[src/rtl/maze_grid_writer_if.sv]
// Tile-write, clear and renderer-window signals of the maze grid writer.
// The master drives requests and window origin; the slave is the writer.
interface maze_grid_writer_if;
  logic [4:0] maze_width;
  logic [4:0] maze_height;
  logic       wr_valid;
  logic       wr_ready;
  logic [4:0] wr_x;
  logic [4:0] wr_y;
  logic       wr_bit;
  logic       wr_err;
  logic       clear_req;
  logic       busy;
  logic [4:0] win_x;
  logic [4:0] win_y;
  logic       frame_start;
  logic [8:0] path_data;

  modport master (
    output maze_width, maze_height, wr_valid, wr_x, wr_y, wr_bit,
           clear_req, win_x, win_y, frame_start,
    input  wr_ready, wr_err, busy, path_data
  );

  modport slave (
    input  maze_width, maze_height, wr_valid, wr_x, wr_y, wr_bit,
           clear_req, win_x, win_y, frame_start,
    output wr_ready, wr_err, busy, path_data
  );
endinterface

[src/rtl/maze_grid_writer.sv]
// Bit-per-tile maze grid with a write port, a row-at-a-time clear sequencer
// and a 3x3 window latched for the renderer at frame boundaries.
module maze_grid_writer #(
  parameter int MAX_DIM = 20
) (
  input  logic               clk,
  input  logic               reset,
  maze_grid_writer_if.slave  bus
);
  localparam int            IW       = $clog2(MAX_DIM);
  localparam logic [5:0]    DIM6     = 6'(MAX_DIM);
  localparam logic [IW-1:0] LAST_ROW = IW'(MAX_DIM - 1);

  typedef enum logic {IDLE, CLEAR} state_t;

  state_t             state_q, state_d;
  logic [IW-1:0]      row_q, row_d;
  logic               pend_q, pend_d;
  logic [8:0]         path_q, path_d;
  logic               wr_err_q, wr_err_d;
  logic [MAX_DIM-1:0] grid_q [MAX_DIM];
  logic [MAX_DIM-1:0] grid_d [MAX_DIM];

  logic       wr_fire;
  logic       wr_in_range;
  logic       sample;
  logic [8:0] win_bits;

  assign bus.wr_ready  = (state_q == IDLE) && !bus.clear_req;
  assign bus.busy      = (state_q == CLEAR);
  assign bus.wr_err    = wr_err_q;
  assign bus.path_data = path_q;

  assign wr_fire     = bus.wr_valid && bus.wr_ready;
  assign wr_in_range = (bus.wr_x < bus.maze_width) && (bus.wr_y < bus.maze_height) &&
                       ({1'b0, bus.wr_x} < DIM6) && ({1'b0, bus.wr_y} < DIM6);
  // A frame request seen during a clear is replayed on the first idle cycle.
  assign sample      = (state_q == IDLE) && (bus.frame_start || pend_q);

  // Window sums are 6 bits wide so an origin near 31 never wraps to column 0.
  always_comb begin
    logic [5:0] col;
    logic [5:0] row;
    win_bits = '0;
    col      = '0;
    row      = '0;
    for (int i = 0; i < 3; i++) begin
      for (int j = 0; j < 3; j++) begin
        col = {1'b0, bus.win_x} + 6'(i);
        row = {1'b0, bus.win_y} + 6'(j);
        if ((col < {1'b0, bus.maze_width}) && (row < {1'b0, bus.maze_height}) &&
            (col < DIM6) && (row < DIM6))
          win_bits[3*i+j] = grid_q[row[IW-1:0]][col[IW-1:0]];
      end
    end
  end

  always_comb begin
    state_d  = state_q;
    row_d    = row_q;
    pend_d   = pend_q;
    path_d   = path_q;
    wr_err_d = 1'b0;
    grid_d   = grid_q;

    case (state_q)
      IDLE: begin
        if (bus.clear_req) begin
          state_d = CLEAR;
          row_d   = '0;
        end
      end
      CLEAR: begin
        grid_d[row_q] = '0;
        if (bus.frame_start)
          pend_d = 1'b1;
        if (row_q == LAST_ROW) begin
          state_d = IDLE;
          row_d   = '0;
        end else begin
          row_d = row_q + 1'b1;
        end
      end
    endcase

    if (wr_fire) begin
      if (wr_in_range)
        grid_d[bus.wr_y[IW-1:0]][bus.wr_x[IW-1:0]] = bus.wr_bit;
      else
        wr_err_d = 1'b1;
    end

    if (sample) begin
      path_d = win_bits;
      pend_d = 1'b0;
    end
  end

  always_ff @(posedge clk or negedge reset) begin
    if (!reset) begin
      state_q  <= IDLE;
      row_q    <= '0;
      pend_q   <= 1'b0;
      path_q   <= '0;
      wr_err_q <= 1'b0;
      grid_q   <= '{default: '0};
    end else begin
      state_q  <= state_d;
      row_q    <= row_d;
      pend_q   <= pend_d;
      path_q   <= path_d;
      wr_err_q <= wr_err_d;
      grid_q   <= grid_d;
    end
  end
endmodule

[src/flat_wrapper.sv]
// flat-port wrapper written by rule: the top's interface ports become plain ports
module maze_grid_writer_flat 
#(
  parameter int MAX_DIM = 20
)
  (clk, reset, bus_maze_width, bus_maze_height, bus_wr_valid, bus_wr_x, bus_wr_y, bus_wr_bit, bus_clear_req, bus_win_x, bus_win_y, bus_frame_start, bus_wr_ready, bus_wr_err, bus_busy, bus_path_data);
  maze_grid_writer_if bus_i ();
  input  logic clk;
  input  logic reset;
  input wire logic [$bits(bus_i.maze_width)-1:0] bus_maze_width;
  input wire logic [$bits(bus_i.maze_height)-1:0] bus_maze_height;
  input wire logic [$bits(bus_i.wr_valid)-1:0] bus_wr_valid;
  input wire logic [$bits(bus_i.wr_x)-1:0] bus_wr_x;
  input wire logic [$bits(bus_i.wr_y)-1:0] bus_wr_y;
  input wire logic [$bits(bus_i.wr_bit)-1:0] bus_wr_bit;
  input wire logic [$bits(bus_i.clear_req)-1:0] bus_clear_req;
  input wire logic [$bits(bus_i.win_x)-1:0] bus_win_x;
  input wire logic [$bits(bus_i.win_y)-1:0] bus_win_y;
  input wire logic [$bits(bus_i.frame_start)-1:0] bus_frame_start;
  output wire logic [$bits(bus_i.wr_ready)-1:0] bus_wr_ready;
  output wire logic [$bits(bus_i.wr_err)-1:0] bus_wr_err;
  output wire logic [$bits(bus_i.busy)-1:0] bus_busy;
  output wire logic [$bits(bus_i.path_data)-1:0] bus_path_data;
  assign bus_i.maze_width = bus_maze_width;
  assign bus_i.maze_height = bus_maze_height;
  assign bus_i.wr_valid = bus_wr_valid;
  assign bus_i.wr_x = bus_wr_x;
  assign bus_i.wr_y = bus_wr_y;
  assign bus_i.wr_bit = bus_wr_bit;
  assign bus_i.clear_req = bus_clear_req;
  assign bus_i.win_x = bus_win_x;
  assign bus_i.win_y = bus_win_y;
  assign bus_i.frame_start = bus_frame_start;
  assign bus_wr_ready = bus_i.wr_ready;
  assign bus_wr_err = bus_i.wr_err;
  assign bus_busy = bus_i.busy;
  assign bus_path_data = bus_i.path_data;
  maze_grid_writer #(.MAX_DIM(MAX_DIM)) u_core (.clk(clk), .reset(reset), .bus(bus_i));
endmodule
[config.mk]
export PLATFORM = sky130hd
export DESIGN_NAME = maze_grid_writer_flat
export DESIGN_NICKNAME = d
export VERILOG_FILES = /design/src/rtl/maze_grid_writer_if.sv /design/src/rtl/maze_grid_writer.sv /design/src/flat_wrapper.sv
export SDC_FILE = /design/constraint.sdc
export NUM_CORES = 1
export LEC_CHECK = 0
export BUFFER_PORTS_ARGS = -buffer_cell sky130_fd_sc_hd__buf_2
export CAP_MARGIN = 40
export CORE_MARGIN = 1.5
export CORE_UTILIZATION = 60
export CTS_CLUSTER_SIZE = 14
export DETAILED_ROUTE_END_ITERATION = 16
export PLACE_DENSITY = 0.76
export SYNTH_ARGS = -nofsm -noshare
export SYNTH_HDL_FRONTEND = slang
export SYNTH_SLANG_ARGS = --single-unit
[constraint.sdc]
create_clock -name clk -period 3.21 [get_ports clk]
set_input_delay 0.4815 -clock clk [delete_from_list [all_inputs] [get_ports clk]]
set_output_delay 0.4815 -clock clk [all_outputs]
set_load 0.01 [all_outputs]
==> Word-level counts from Yosys, hierarchy flattened <==
Cells that the tools add are included.
{ "classes": {"reduce_logical": 41, "bitwise": 8, "n_eq_ne": 2, "muxes": 57, "n_addsub": 5, "order_cmp": 28} }
{ "ops": {"columns": ["operator", "n"], "rows": [
  ["400-bit 2-to-1 mux", 3],
  ["400-bit AND", 1],
  ["400-bit bitwise mux", 1],
  ["400-bit inverter", 1],
  ["20-bit binary-select mux with 5-bit select", 3],
  ["20-bit demux with 5-bit select", 2],
  ["20-bit 2-to-1 mux", 8],
  ["1-bit binary-select mux with 5-bit select", 9],
  ["1-bit logical AND", 36],
  ["6-bit greater-or-equal comparator (second input constant)", 5],
  ["5-bit inverter with 6-bit output", 5],
  ["1-bit 2-to-1 mux", 26],
  ["5-bit by 6-bit less-than comparator with 1-bit output (second input constant)", 4],
  ["6-bit by 5-bit less-than comparator with 1-bit output", 4],
  ["6-bit by 5-bit less-than comparator with 1-bit output (second input constant)", 4],
  ["5-bit less-than comparator", 4],
  ["5-bit less-than comparator (second input constant)", 4],
  ["5-bit by 1-bit adder with 6-bit output (second input constant)", 2],
  ["5-bit by 2-bit adder with 6-bit output (second input constant)", 2],
  ["6-bit by 1-bit less-than comparator with 1-bit output (second input constant)", 2],
  ["5-bit 2-to-1 mux", 2],
  ["5-bit one-hot mux with 2 select lines", 1],
  ["5-bit by 1-bit adder with 5-bit output (second input constant)", 1],
  ["1-bit demux with 5-bit select", 1],
  ["other kinds (9)", 10]
]} }
{ "word_totals": {"register_bits": 417, "elab_cells": 166} }

==> Depth between registers and ports, before layout <==
{ "logic_depth": {"ltp_word": 11, "depth_mapped": 13} }

==> Worst setup path before layout <==
No wires, ideal clock.
{ "synth_timing": {"path_kind": "in2reg", "start": "input bus_win_y[0]", "end": "register u_core.path_q[7], in the netlist u_core.bus.path_data[7]", "cell_stages": 12, "slack_ns": -0.024, "path_buffers": 5, "setup_ns": 0.121, "arrival_ns": 3.113, "required_ns": 3.089, "cell_sequence": "ha_1 -> buf_6 -> buf_12 -> buf_12 -> buf_12 -> buf_6 -> mux4_1 -> a211oi_1 -> mux2i_1 -> mux4_2 -> a21oi_1 -> o21ai_1"} }
{ "synth_between": {"elab_chain_len": 8, "word_cells_on_any_way": 13, "classes_between": "add/sub: 1; order compare: 2; mux: 6; bitwise: 1; reduce/logical: 3"} }
{ "synth_rtl": {"columns": ["element", "line_no", "rtl"], "rows": [
  ["start: declaration", "flat_wrapper.sv:18", "input wire logic [$bits(bus_i.win_y)-1:0] bus_win_y;"],
  ["5-bit by 1-bit adder with 6-bit output (*)", "maze_grid_writer.sv:50", "row = {1'b0, bus.win_y} + 6'(j);"],
  ["5-bit inverter with 6-bit output (implied by the code)", "maze_grid_writer.sv:53", "win_bits[3*i+j] = grid_q[row[IW-1:0]][col[IW-1:0]];"],
  ["20-bit binary-select mux with 5-bit select", "maze_grid_writer.sv:53", null],
  ["20-bit 2-to-1 mux (implied by the code) (2 in series)", "maze_grid_writer.sv:53", null],
  ["1-bit binary-select mux with 5-bit select", "maze_grid_writer.sv:53", null],
  ["1-bit 2-to-1 mux (implied by the code)", "maze_grid_writer.sv:53", null],
  ["1-bit 2-to-1 mux (*)", "maze_grid_writer.sv:51", "if ((col < {1'b0, bus.maze_width}) && (row < {1'b0, bus.maze_height}) &&"],
  ["end signal: assignment", "maze_grid_writer.sv:111", "path_q <= path_d;"],
  ["end: declaration", "maze_grid_writer.sv:19", "logic [8:0] path_q, path_d;"]
]} }
Every way passes the cells marked *; elsewhere a longest branch is shown, timed or not. The select of a mux whose other input is x is not followed.
A chain may end at the register's enable or synchronous reset.

==> Worst setup path after layout <==
{ "layout_timing": {"start": "input bus_win_y[0]", "end": "register u_core.path_q[1], in the netlist u_core.bus.path_data[1]"} }
The elaborated chain is that of the path after synthesis.

==> flow_summary.toml <==
[sta]
maxSlewViolCount = 0
setup_viol_count_final = 0
slew_headroom_pct = 42.1
finalHoldViolCount = 0
finalWorstPathRequiredPeriod_ns = 3.19
skew_ns = 0.0491
tightest_slew_ns = 0.863
rsz0062_at_grt = "no"
period_share_pct = 99.5
fmax_mhz = 313

[floorplan]
fp.dieH_um = 234
die_w_um = 234
num_io_pins = 48
rows = 84
die_area_um2 = 54700
core_area_um2 = 52700
start_util_pct = 60.8

[setup_path]
worst_ep_required_time_ns = 3.68
r2r_start = "u_core.bus.busy$_DFF_PN0_"
ff2ff_setup_slack_ns = 0.19
reg2regPathDepth = 7
worstSetupStartpoint = "bus_win_y[0]"
cp.arrival_ns = 3.66
cp-end-kind = "flop"
cp-endpoint = "u_core.bus.path_data[1]$_DFFE_PN0P_"
crit_path_max_fanout = 21
criticalPathCategory = "in -> reg"
rr_endpoint = "u_core.grid_q[92]$_DFF_PN0_"
startpoint_type = "input port"

[yosys]
synth_top_area_share_pct = 32.6
mappedNetlistNets = 3204
async_flop_share_pct = 100
ys_top_cells_by_count = "nand2_1, dfrtp_1, a31o_2"
synth_top_area_cell = "dfrtp_1"
syn_avg_cell_area_um2 = 10.2
synth-xor-area-share_pct = 0.301
synth_edf_count = 0
yosysWarnings = 0
synth_mux_area_share_pct = 25.7
synth_cell_types = 76
synth_compound_gate_area_share_pct = 23.7
synth_area_um2 = 32000
synth_fa_ha_area_share_pct = 1.60
ys_seq_area_share_pct = 32.6
synth_cells = 3127
synth_top_family_by_area = "multiplexers"
synth-seq-cells = 417
yosys.area_share.simple_pct = 9.95
synthTopCellsByArea = "dfrtp_1, mux4_2, a31o_2"
synth_most_common_cell = "nand2_1"
synth_ff_type = "dfrtp_1"

[clock_tree]
htree_levels = 2
clk_pin_slew_ns = 0.06
cts_root_buf = "clkbuf_16"
cts_buffers = 48
clkLatencyLatePin_ns = 0.63
clock_sinks = 417
cts_tree = "yes"
cts_buffer_depth = 3

[drt]
ant_nets = 0
post-route-drc-count = 0
wl_per_cell_um = 35.0
drt_wl_total_um = 140000
viasPerCell = 7.96
first_pass_iters = 7
first_iter_violations = 5544
via_count = 31800

[final_layout]
area_growth_pct = 17.3
final_layout_size_suffix_gt1_share_pct = 40.0
multi_input_area_um2 = 19900
nets = 3352
fillers = 3728
seqCellArea_um2 = 10400
insertedDiodeCount = 0
fin_util_pct = 71.3

[min_path]
whs_path_depth = 2
hp-class = "in -> reg"

[global_routing]
antenna_found_initial = 6
grtUsageTotal_pct = 51.4
gr-total-overflow = 0
globalRouteMet1Util_pct = 64.7
grt_first_pass_wirelength_um = 203000
grt_pass1_vias = 30200
busiest_layer = "met2"
met3_usage_pct = 20.1
grt_max_degree = 96
gr-usage-met2_pct = 72.5

[outcome]
status = "finished clean"

[placement]
portBuffers = 47
gp_congestion = 1.04
dpl.hpwl_um = 94800

[flow_run]
cap_viol_max_count = 0

[pwr]
vdd_drop_max_mv = 0.697
power.leakage_uw = 0.0162
power.total_uw = 29800
p_per_area_nw_per_um2 = 793
[logic make-up after synthesis]
| logic type | after synthesis |
|---|---|
| simple gates | 719 |
| mux | 424 |
| compound gates | 1087 |
| xor+xnor | 11 |
| buf+inv | 428 |
| flops | 417 |
| fa+ha+maj | 41 |
[metrics by stage]
stage                     cell area, um^2  worst slack, ns  hold WS [ns]  setup TNS (ns)  instances
after floorplan                     32000          -0.0140         0.186         -0.0272       3127
after global placement              35800           -0.785         0.474           -5.74       3910
after detailed placement            35800           -0.764         0.485           -5.51       3912
after CTS                           37500           0.0360        0.0837               0       3997
after global routing                37500           0.0309        0.0959               0       3997
final                               37500           0.0154        0.0826               0       3997
[worst min-delay path by stage]
stage                                            to                      start  slack, ns
final                     u_core.pend_q$_DFFE_PN0P_            bus_frame_start       0.08
after global routing      u_core.pend_q$_DFFE_PN0P_            bus_frame_start        0.1
after CTS                 u_core.pend_q$_DFFE_PN0P_            bus_frame_start       0.08
after detailed placement  u_core.pend_q$_DFFE_PN0P_  u_core.pend_q$_DFFE_PN0P_       0.49
after global placement    u_core.pend_q$_DFFE_PN0P_  u_core.pend_q$_DFFE_PN0P_       0.47
after floorplan           u_core.bus.busy$_DFF_PN0_                      reset       0.19
[layer usage]
| layer | vias to the layer above | routed length [um] |
|---|---|---|
| li1 | 12500 | - |
| met2 | 3049 | 58100 |
| met1 | 15500 | 47100 |
| met3 | 804 | 21800 |
| met4 | 14 | 12700 |
| met5 | - | 92 |
[where the power goes]
group | switching (uW) | internal, uW | total, uW
combinational | 6470 | 7180 | 13600
sequential | 2720 | 7540 | 10300
clock | 2460 | 3410 | 5870
total | 11700 | 18100 | 29800
[cells in the final DEF (no fill, tap or decap), types with 20 or more instances in the layout]
master	instances
nand2_1	454
nand3_1	63
inv_1	36
buf_2	42
o22ai_1	33
nor3_1	26
a211oi_1	25
ha_1	39
a31oi_1	100
mux4_2	276
mux4_1	30
dfrtp_1	417
clkbuf_16	48
a21oi_1	365
buf_12	75
mux2i_1	97
buf_4	364
nor4_2	20
a31o_2	394
a22o_1	21
nor2_1	44
mux2_2	21
o21ai_0	35
[layout make-up]
type	instances	share of cell area (%)
clock buffer	62	3.55
clock inverter	22	0.790
timing repair buffer	488	12.1
sequential	417	27.8
inverter	38	0.380
multi-input combinational	2282	53.1
tap	688	2.29
[registers in the layout (all words and copies together) (netlist names)]
name,count
u_core.bus.busy,1
u_core.bus.path_data,9
u_core.bus.wr_err,1
u_core.grid_q,400
u_core.pend_q,1
u_core.row_q,5
[what timing repair did]
item,4_1_cts,5_1_grt
pin swaps,0,0
gates resized for setup,3,10
setup endpoints to repair,1,5
setup buffers,0,0
gates cloned,0,0
endpoints found under the hold margin,79,0
hold buffers,1,0
[worst max-delay path, stage by stage]
cell	delay (ns)
buf_8	0.12
ha_4	0.32
buf_12	0.23
buf_12	0.15
mux4_1	0.55
o31ai_1	0.09
a21oi_1	0.16
nor4b_2	0.51
buf_4	0.21
mux4_2	0.27
and3_1	0.18
a2111oi_2	0.05
a221o_1	0.33
Note: power is estimated with default switching activity, not from simulation.
